===== src/rtl/game2048_pkg.sv =====
// rtl/game2048_pkg.sv - shared state, direction and LFSR definitions for the 2048 core
package game2048_pkg;

    typedef enum logic [2:0] {
        ST_IDLE  = 3'd0,
        ST_INIT  = 3'd1,
        ST_WAIT  = 3'd2,
        ST_SLIDE = 3'd3,
        ST_SPAWN = 3'd4,
        ST_CHECK = 3'd5,
        ST_WIN   = 3'd6,
        ST_LOSE  = 3'd7
    } state_e;

    typedef enum logic [1:0] {
        DIR_UP    = 2'd0,
        DIR_DOWN  = 2'd1,
        DIR_LEFT  = 2'd2,
        DIR_RIGHT = 2'd3
    } dir_e;

    // Fibonacci taps 16,14,13,11 expressed as bit positions 15,13,12,10
    localparam logic [15:0] LFSR_TAPS = 16'hB400;

    function automatic logic [15:0] lfsr_next(input logic [15:0] s);
        return {s[14:0], ^(s & LFSR_TAPS)};
    endfunction

endpackage


===== src/rtl/game2048_line_merge.sv =====
// rtl/game2048_line_merge.sv - combinational compact/merge of one board line
module game2048_line_merge #(
    parameter int N     = 4,
    parameter int EXP_W = 4
) (
    input  logic [N-1:0][EXP_W-1:0] line_in,
    input  logic                    reverse,
    output logic [N-1:0][EXP_W-1:0] line_out,
    output logic                    moved,
    output logic [31:0]             score_delta
);

    localparam logic [EXP_W-1:0] MAX_EXP = '1;

    logic [N-1:0][EXP_W-1:0] ordered;
    logic [N-1:0][EXP_W-1:0] merged;
    logic [N:0][EXP_W-1:0]   compacted;
    int                      wr;
    logic                    skip;

    always_comb begin
        ordered     = '0;
        merged      = '0;
        compacted   = '0;
        line_out    = '0;
        score_delta = '0;
        wr          = 0;
        skip        = 1'b0;

        // Work with the leading edge at index 0, then flip back at the end.
        for (int k = 0; k < N; k++)
            ordered[k] = reverse ? line_in[N-1-k] : line_in[k];

        for (int k = 0; k < N; k++) begin
            if (ordered[k] != '0) begin
                compacted[wr] = ordered[k];
                wr = wr + 1;
            end
        end

        // compacted[N] is always zero, so the pair test never merges past the end.
        wr = 0;
        for (int k = 0; k < N; k++) begin
            if (skip) begin
                skip = 1'b0;
            end else if (compacted[k] != '0) begin
                if (compacted[k] == compacted[k+1]) begin
                    merged[wr]  = (compacted[k] == MAX_EXP) ? MAX_EXP : compacted[k] + EXP_W'(1);
                    score_delta = score_delta + (32'd1 << ({1'b0, compacted[k]} + (EXP_W+1)'(1)));
                    skip        = 1'b1;
                end else begin
                    merged[wr] = compacted[k];
                end
                wr = wr + 1;
            end
        end

        for (int k = 0; k < N; k++)
            line_out[k] = reverse ? merged[N-1-k] : merged[k];

        moved = (line_out != line_in);
    end

endmodule


===== src/rtl/game2048_core.sv =====
// rtl/game2048_core.sv - 2048 game engine: board storage, move sequencing, spawn and end-of-game check
module game2048_core
    import game2048_pkg::*;
#(
    parameter int          N       = 4,
    parameter int          EXP_W   = 4,
    parameter int          WIN_EXP = 11,
    parameter logic [15:0] SEED    = 16'hACE1
) (
    input  logic                 Clk,
    input  logic                 Reset,
    input  logic                 Start,
    input  logic                 Dir_valid,
    input  logic [1:0]           Dir,
    input  logic                 Ld_en,
    input  logic [$clog2(N)-1:0] Ld_row,
    input  logic [$clog2(N)-1:0] Ld_col,
    input  logic [EXP_W-1:0]     Ld_data,
    input  logic [$clog2(N)-1:0] Rd_row,
    input  logic [$clog2(N)-1:0] Rd_col,
    output logic [EXP_W-1:0]     Rd_data,
    output logic                 Ready,
    output logic [2:0]           State,
    output logic [31:0]          Score,
    output logic                 Win,
    output logic                 Lose
);

    localparam int              IW        = $clog2(N);
    localparam int              CELLS     = N * N;
    localparam int              CW        = $clog2(CELLS);
    localparam logic [CW-1:0]   LAST_CELL = CW'(CELLS - 1);
    localparam logic [IW-1:0]   LAST_LINE = IW'(N - 1);

    state_e                  state, next_state;
    logic [EXP_W-1:0]        board [N][N];
    logic [31:0]             score;
    logic [15:0]             lfsr;
    dir_e                    dir_q;
    logic [IW-1:0]           line_idx;
    logic                    moved_acc;
    logic [CW-1:0]           spawn_idx, spawn_cnt, chk_idx;
    logic                    init_mode, init_second;
    logic                    win_acc, empty_acc, pair_acc;

    logic                    vert, rev;
    logic [N-1:0][EXP_W-1:0] line_in, line_out;
    logic                    line_moved;
    logic [31:0]             line_score;
    logic [IW-1:0]           sp_row, sp_col, ck_row, ck_col;
    logic                    sp_empty;
    logic [CW-1:0]           sp_start;
    logic [EXP_W-1:0]        spawn_val, ck_cell;
    logic                    ck_win, ck_empty, ck_pair;
    logic                    slide_last, spawn_done, chk_last, spawn_enter;

    assign Rd_data = board[Rd_row][Rd_col];
    assign Ready   = (state == ST_WAIT);
    assign Win     = (state == ST_WIN);
    assign Lose    = (state == ST_LOSE);
    assign State   = state;
    assign Score   = score;

    always_comb begin
        vert = (dir_q == DIR_UP) || (dir_q == DIR_DOWN);
        rev  = (dir_q == DIR_DOWN) || (dir_q == DIR_RIGHT);
        for (int k = 0; k < N; k++)
            line_in[k] = vert ? board[k][line_idx] : board[line_idx][k];
    end

    game2048_line_merge #(.N(N), .EXP_W(EXP_W)) u_line_merge (
        .line_in     (line_in),
        .reverse     (rev),
        .line_out    (line_out),
        .moved       (line_moved),
        .score_delta (line_score)
    );

    always_comb begin
        sp_row    = IW'(spawn_idx / CW'(N));
        sp_col    = IW'(spawn_idx % CW'(N));
        sp_empty  = (board[sp_row][sp_col] == '0);
        sp_start  = CW'(lfsr % 16'(CELLS));
        spawn_val = (lfsr[15:12] == 4'd0) ? EXP_W'(2) : EXP_W'(1);

        ck_row   = IW'(chk_idx / CW'(N));
        ck_col   = IW'(chk_idx % CW'(N));
        ck_cell  = board[ck_row][ck_col];
        ck_win   = (ck_cell >= EXP_W'(WIN_EXP));
        ck_empty = (ck_cell == '0);
        ck_pair  = ((ck_col != LAST_LINE) && (board[ck_row][ck_col + IW'(1)] == ck_cell)) ||
                   ((ck_row != LAST_LINE) && (board[ck_row + IW'(1)][ck_col] == ck_cell));
    end

    always_ff @(posedge Clk or posedge Reset) begin
        if (Reset) state <= ST_IDLE;
        else       state <= next_state;
    end

    always_comb begin
        next_state = state;
        slide_last = (line_idx == LAST_LINE);
        spawn_done = sp_empty || (spawn_cnt == LAST_CELL);
        chk_last   = (chk_idx == LAST_CELL);
        case (state)
            ST_IDLE:  if (Start) next_state = ST_INIT;
            ST_INIT:  next_state = ST_SPAWN;
            ST_WAIT: begin
                if (Start)          next_state = ST_INIT;
                else if (Dir_valid) next_state = ST_SLIDE;
            end
            ST_SLIDE: if (slide_last) next_state = (moved_acc || line_moved) ? ST_SPAWN : ST_CHECK;
            ST_SPAWN: begin
                // INIT runs two spawns back to back and skips the end-of-game check.
                if (spawn_done) begin
                    if (!init_mode)       next_state = ST_CHECK;
                    else if (init_second) next_state = ST_WAIT;
                end
            end
            ST_CHECK: begin
                if (chk_last) begin
                    if (win_acc || ck_win)                                    next_state = ST_WIN;
                    else if (!(empty_acc || ck_empty) && !(pair_acc || ck_pair)) next_state = ST_LOSE;
                    else                                                      next_state = ST_WAIT;
                end
            end
            ST_WIN, ST_LOSE: if (Start) next_state = ST_INIT;
            default: next_state = ST_IDLE;
        endcase
        spawn_enter = (next_state == ST_SPAWN) && ((state != ST_SPAWN) || spawn_done);
    end

    always_ff @(posedge Clk or posedge Reset) begin
        if (Reset) begin
            for (int r = 0; r < N; r++)
                for (int c = 0; c < N; c++)
                    board[r][c] <= '0;
            score       <= '0;
            lfsr        <= SEED;
            dir_q       <= DIR_UP;
            line_idx    <= '0;
            moved_acc   <= 1'b0;
            spawn_idx   <= '0;
            spawn_cnt   <= '0;
            chk_idx     <= '0;
            init_mode   <= 1'b0;
            init_second <= 1'b0;
            win_acc     <= 1'b0;
            empty_acc   <= 1'b0;
            pair_acc    <= 1'b0;
        end else begin
            lfsr <= lfsr_next(lfsr);
            case (state)
                ST_IDLE: if (Ld_en) board[Ld_row][Ld_col] <= Ld_data;
                ST_WAIT: begin
                    if (Ld_en) board[Ld_row][Ld_col] <= Ld_data;
                    if (Dir_valid) dir_q <= dir_e'(Dir);
                end
                ST_INIT: begin
                    for (int r = 0; r < N; r++)
                        for (int c = 0; c < N; c++)
                            board[r][c] <= '0;
                    score       <= '0;
                    init_mode   <= 1'b1;
                    init_second <= 1'b0;
                end
                ST_SLIDE: begin
                    for (int k = 0; k < N; k++) begin
                        if (vert) board[k][line_idx] <= line_out[k];
                        else      board[line_idx][k] <= line_out[k];
                    end
                    score     <= score + line_score;
                    line_idx  <= line_idx + IW'(1);
                    moved_acc <= moved_acc | line_moved;
                end
                ST_SPAWN: begin
                    if (sp_empty) board[sp_row][sp_col] <= spawn_val;
                    spawn_idx <= (spawn_idx == LAST_CELL) ? '0 : spawn_idx + CW'(1);
                    spawn_cnt <= spawn_cnt + CW'(1);
                    if (spawn_done && init_mode) begin
                        if (init_second) init_mode   <= 1'b0;
                        else             init_second <= 1'b1;
                    end
                end
                ST_CHECK: begin
                    chk_idx   <= chk_idx + CW'(1);
                    win_acc   <= win_acc | ck_win;
                    empty_acc <= empty_acc | ck_empty;
                    pair_acc  <= pair_acc | ck_pair;
                end
                default: ;
            endcase
            if (spawn_enter) begin
                spawn_idx <= sp_start;
                spawn_cnt <= '0;
            end
            if (state != ST_SLIDE) begin
                line_idx  <= '0;
                moved_acc <= 1'b0;
            end
            if (state != ST_CHECK) begin
                chk_idx   <= '0;
                win_acc   <= 1'b0;
                empty_acc <= 1'b0;
                pair_acc  <= 1'b0;
            end
        end
    end

endmodule


===== config.mk =====
export PLATFORM = sky130hd
export DESIGN_NAME = game2048_core
export DESIGN_NICKNAME = d
export VERILOG_FILES = /design/src/rtl/game2048_pkg.sv /design/src/rtl/game2048_line_merge.sv /design/src/rtl/game2048_core.sv
export SDC_FILE = /design/constraint.sdc
export NUM_CORES = 1
export LEC_CHECK = 0
export BUFFER_PORTS_ARGS = -buffer_cell sky130_fd_sc_hd__buf_4
export CAP_MARGIN = 15
export CORE_UTILIZATION = 40
export DETAILED_ROUTE_END_ITERATION = 8
export GPL_ROUTABILITY_DRIVEN = 1
export SLEW_MARGIN = 5
export SYNTH_ARGS = -nofsm -noshare
export SYNTH_HDL_FRONTEND = slang
export SYNTH_HIERARCHICAL = 1
export SYNTH_SLANG_ARGS = --single-unit
export TNS_END_PERCENT = 5

===== constraint.sdc =====
create_clock -name Clk -period 35.5 [get_ports Clk]
set_clock_uncertainty 0.1 [all_clocks]
set_input_delay 7.1 -clock Clk [delete_from_list [all_inputs] [get_ports Clk]]
set_output_delay 7.1 -clock Clk [all_outputs]
set_load 0.1 [all_outputs]

======== Word level (Yosys, flattened, before mapping) ========
Cells that the tools add are included.
word-level totals
  bits in registers ....................... 137
  bits of input ports ..................... 19
  word-level logic and storage cells ...... 393
  output and inout bits ................... 42
operators by class
  equality and inequality tests ........... 34
  add/subtract/negate cells ............... 22
  reduce and logical (&&, ||, !) cells .... 53
  bitwise gates (word level) .............. 15
  shift operators ......................... 4
  mux-type cells .......................... 206
  magnitude comparators ................... 29
operators with widths
  operator                                                            number
  2-to-1 mux 32 bit                                                   21
  2-to-1 mux 16 bit                                                   33
  bitwise mux 64 bit                                                  6
  one-hot mux 64 bit (4 select lines)                                 1
  2-to-1 mux 4 bit                                                    54
  demux 16 bit (select 2 bit)                                         6
  binary-select mux 16 bit (select 2 bit)                             5
  bitwise mux 16 bit                                                  10
  2-to-1 mux 48 bit                                                   3
  adder 32 bit                                                        4
  greater-or-equal comparator 32 x 1 -> 1 bit, second input constant  4
  2-to-1 mux 64 bit                                                   2
  << shifter 1 x 5 -> 32 bit, first input constant                    4
  binary-select mux 4 bit (select 2 bit)                              9
  adder 32 x 2 -> 32 bit, second input constant                       2
  less-than comparator 32 x 4 -> 1 bit, second input constant         2
  less-than comparator 32 x 5 -> 1 bit, second input constant         2
  one-hot mux 32 bit (2 select lines)                                 1
  bitwise mux 20 bit                                                  3
  2-to-1 mux 20 bit                                                   3
  demux 4 bit (select 2 bit)                                          6
  demux 4 bit (select 3 bit)                                          3
  nonzero test 4 bit                                                  9
  greater-or-equal comparator 3 bit, second input constant            11
  other kinds (42)                                                    159

======== Depth between registers and ports, before layout ========
  word-level depth ........................ 49
  depth in mapped cells ................... 68
  mapped depth without buffers ............ 61

======== Modules after synthesis ========
Netlist, hierarchy kept.
by module, submodules not included
  module               area an instance (um^2)  cells an instance  seq. area each (um^2)  times used
  game2048_core        12,054.1                 1,338              3,438.3                1
  game2048_line_merge  9,703.1                  1,368              0.0                    1

======== Worst setup path before layout ========
Ideal clock, no wire load.
  path type ............................... input port to output port
  start point ............................. in Rd_row[1]
  end point ............................... out Rd_data[0]
  stages on the path ...................... 4
  path slack .............................. 19.083 ns
  required time ........................... 28.300 ns
  path buffers ............................ 2
  data arrival time ....................... 9.217 ns
  cell sequence ........................... clkbuf_1 -> buf_1 -> mux4_2 -> mux4_2
between the ends
  word-level cells in the longest chain between the ends .. 7
RTL lines
  element                                                line                 RTL
  start: declaration                                     game2048_core.sv:19  input logic [$clog2(N)-1:0] Rd_row,
  inverter 2 -> 3 bit (not written as such)              game2048_core.sv:57  assign Rd_data = board[Rd_row][Rd_col];
  binary-select mux 16 bit (select 2 bit)                game2048_core.sv:57
  2-to-1 mux 16 bit (not written as such) (2 in series)  game2048_core.sv:57
  binary-select mux 4 bit (select 2 bit)                 game2048_core.sv:57
  2-to-1 mux 4 bit (not written as such) (2 in series)   game2048_core.sv:57
  end: declaration                                       game2048_core.sv:21  output logic [EXP_W-1:0] Rd_data,
Every way passes these cells. The select of a mux whose other input is x is not followed.

==> results by group <==
Worst setup path
  • Cell family with most CP delay: compound AO/OA/AOI/OAI gates
  • Flop2flop setup slack: 19,620 ps
  • Critical Setup Path Class: register to register
  • Crit. Startpoint: dir_q[1]
  • Critical path buffers and inverters: 2
  • Worst flop-to-flop path endpoint: Score[31]
  • Worst Reg-to-Reg Cells: 55
  • CP max-delay cell: fa_1
  • Critical path peak fanout: 59
  • Worst Setup Start Kind: register
  • Most common cell on crit path: a21o_1
  • Arr. time, crit path: 16,100 ps
  • Worst r2r src: dir_q[1]
  • Required time worst endpoint: 35,720 ps
  • Crit path to: Score[31]
  • Worst path depth: 55
  • Nature of the critical path endpoint: register
  • Max stage delay on crit path: 790 ps

Drt
  • # DRC: 0
  • Initial DRC count: 2,387
  • ANT nets after route: 0
  • Final wirelength: 81,360 um
  • Vias per cell: about 6.4
  • Vias: 22.09k
  • Pre-Repair DR Iteration Count: 6
  • Wire per inst: 23.75 um

Synthesis
  • Top cell type by total area after synthesis: dfrtp_1
  • Syn_area_per_cell: 8.040 um2
  • Most common cell in the netlist: nand2_1
  • Post-synth top flop: dfrtp_1
  • Share of the synthesized area in the top cell type: 14.84%
  • Seq cells post-synth: 137
  • Gate Count Post-Synth: 2,706
  • EDFF count, synth: 0
  • Top cells by area, synth: dfrtp_1 (15%), ha_1 (9.7%), mux4_2 (8.8%)
  • Post-synth top cells: nand2_1 (266), nor2_1 (255), a21oi_1 (245), ha_1 (169), o21ai_0 (161)
  • Sequential area share after synthesis: 15.80%
  • Post-Syn Area: 21,760 um2
  • Post-synthesis cell type count: roughly 120
  • Ys Warns: 6
  • Post-synth ARST share: 100.0%

Placed design
  • Hpwl dp: 60,150 um
  • Pre-CTS setup slack: approximately 20,000 ps
  • Final Wtd Congestion: just under 1
  • PortBufs: 60

Global route
  • M1 GR Usage: 39.26%
  • Largest net degree at the start of global routing: 78
  • GRT met2 Usage: 44.22%
  • Vias in the first global route: 20.56k
  • Antenna violations before repair: 1
  • Global-route wire length before repair: 124,200 um
  • Total Routing Usage GR: about 29%
  • Met3 Use GR: 5.218%
  • Gr busiest metal: met2
  • Remaining global-route overflow: 0

Hold path
  • Path category of the worst min-delay check: register to register

CTS
  • Root buffer cell: clkbuf_16
  • CTS buffer count: 17
  • Post-CTS Setup Repair Bufs: 0
  • Clock Path Buffers: 2
  • Hold_buf cts: 0
  • # resized after CTS: 0
  • H-tree levels: 4
  • Worst-path clk slew: about 60 ps
  • Skew-Pair Late Insertion Delay: 460 ps
  • Clock sink count: 137
  • TritonCTS clock tree: done

STA
  • Actual slew at the worst max-slew pin: around 1400 ps
  • RSZ-0062 raised after global routing: no
  • Fin crit share: 44.74%
  • Final setup violating endpoints: 0
  • Hold Vio Cnt, Final: 0
  • Final setup margin: 19,620 ps
  • Final max-slew violation count: 0
  • Worst Hold Margin: 251.3 ps
  • Setup tns final: 0 ps
  • FMAX: 62.96 MHz
  • Relative slew slack: under 10%
  • Min cycle time layout: 15,880 ps

Floorplanning
  • Chip Width: 235.2 um
  • Die area: between 50,000 and 60,000 um2
  • Core Rows: 85
  • Ports: 61
  • DIE HEIGHT: about 240 um
  • Core area: between 50,000 and 60,000 um2
  • Initial Util: approximately two fifths

Finish
  • Final layout net count: between 2k and 3k
  • Syn-to-layout area delta: 8.115%
  • Share of layout cells above drive strength 1: 13.26%
  • Area of the multi-input gates: 17,510 um2
  • Filler cells: 5,376
  • FF+latch area: 3441 um2

Flow run
  • Max Cap Violations: 0

Status
  • Run status: finished, final reports clean
-- cell families (layout without fill, tap and decap cells) --
kind of cell	after synthesis	count (layout)	share of synthesized area (%)
XOR/XNOR	150	150	6.073
buffers and inverters	216	212	4.296
multiplexers	204	204	14.49
AND/OR/NAND/NOR	977	977	22.31
other	1	29	0.01724
flip-flops	137	137	15.80
AO/OA/AOI/OAI	847	847	26.83
adder cells (fa/ha/maj)	174	174	10.18
-- layout by cell type (no fill, tap or decap), types with 36 or more instances in the layout --
cell,count
nand2_1,265
a21o_1,70
inv_1,64
mux2i_1,89
o21ai_0,159
and2_1,74
xor2_1,55
xnor2_1,94
nor2_1,251
nand3_1,89
and3_1,41
a21oi_1,245
o22ai_1,38
nor3_1,67
mux4_2,85
buf_4,111
dfrtp_1,127
nand2b_1,36
ha_1,169
-- layout make-up --
class                      instances  share of cell area, %
clock buffer                      21                  1.915
antenna                            1                0.01064
clock inverter                    11                 0.6330
tap                              696                  3.702
timing repair buffer             111                  3.543
multi-input combinational       2380                  74.44
sequential                       137                  14.63
inverter                          69                  1.133
-- state kept, by name, summed over array words and instances, names as in the netlist, 3 cells and up --
register / cells
spawn_idx: 4
Score: 32
spawn_cnt: 4
board: 64
lfsr: 16
chk_idx: 4
State: 3
-- routing by layer --
layer / vias up / wire length (um)
met2: 1135 / 35950
li1: 10150 / -
met3: 243 / 7492
met5: - / 14
met1: 10560 / 34520
met4: 2 / 3381
-- worst min-delay path by stage --
| stage | start | end | slack (ps) | cells after the start |
|---|---|---|---|---|
| after global placement | lfsr[8] | lfsr[9] | 240 | 0 |
| after detailed placement | lfsr[8] | lfsr[9] | 240 | 0 |
| after global routing | lfsr[6] | lfsr[7] | 260 | 0 |
| after floorplan | lfsr[8] | lfsr[9] | 230 | 0 |
| after CTS | lfsr[6] | lfsr[7] | 250 | 0 |
| final | lfsr[6] | lfsr[7] | 250 | 0 |
-- through the flow --
| step | util, % | cells | cell area (um2) |
|---|---|---|---|
| global placement | 42.58 | 3392 | 22910 |
| finish | 43.71 | 3426 | 23520 |
| detailed placement | 42.58 | 3392 | 22910 |
| global route | 43.71 | 3425 | 23520 |
| floorplan | - | 2733 | 21860 |
| CTS | 43.69 | 3424 | 23510 |
Power is not shown: default switching activity piles up to over one toggle a cycle in this logic, so the estimate is an artifact.
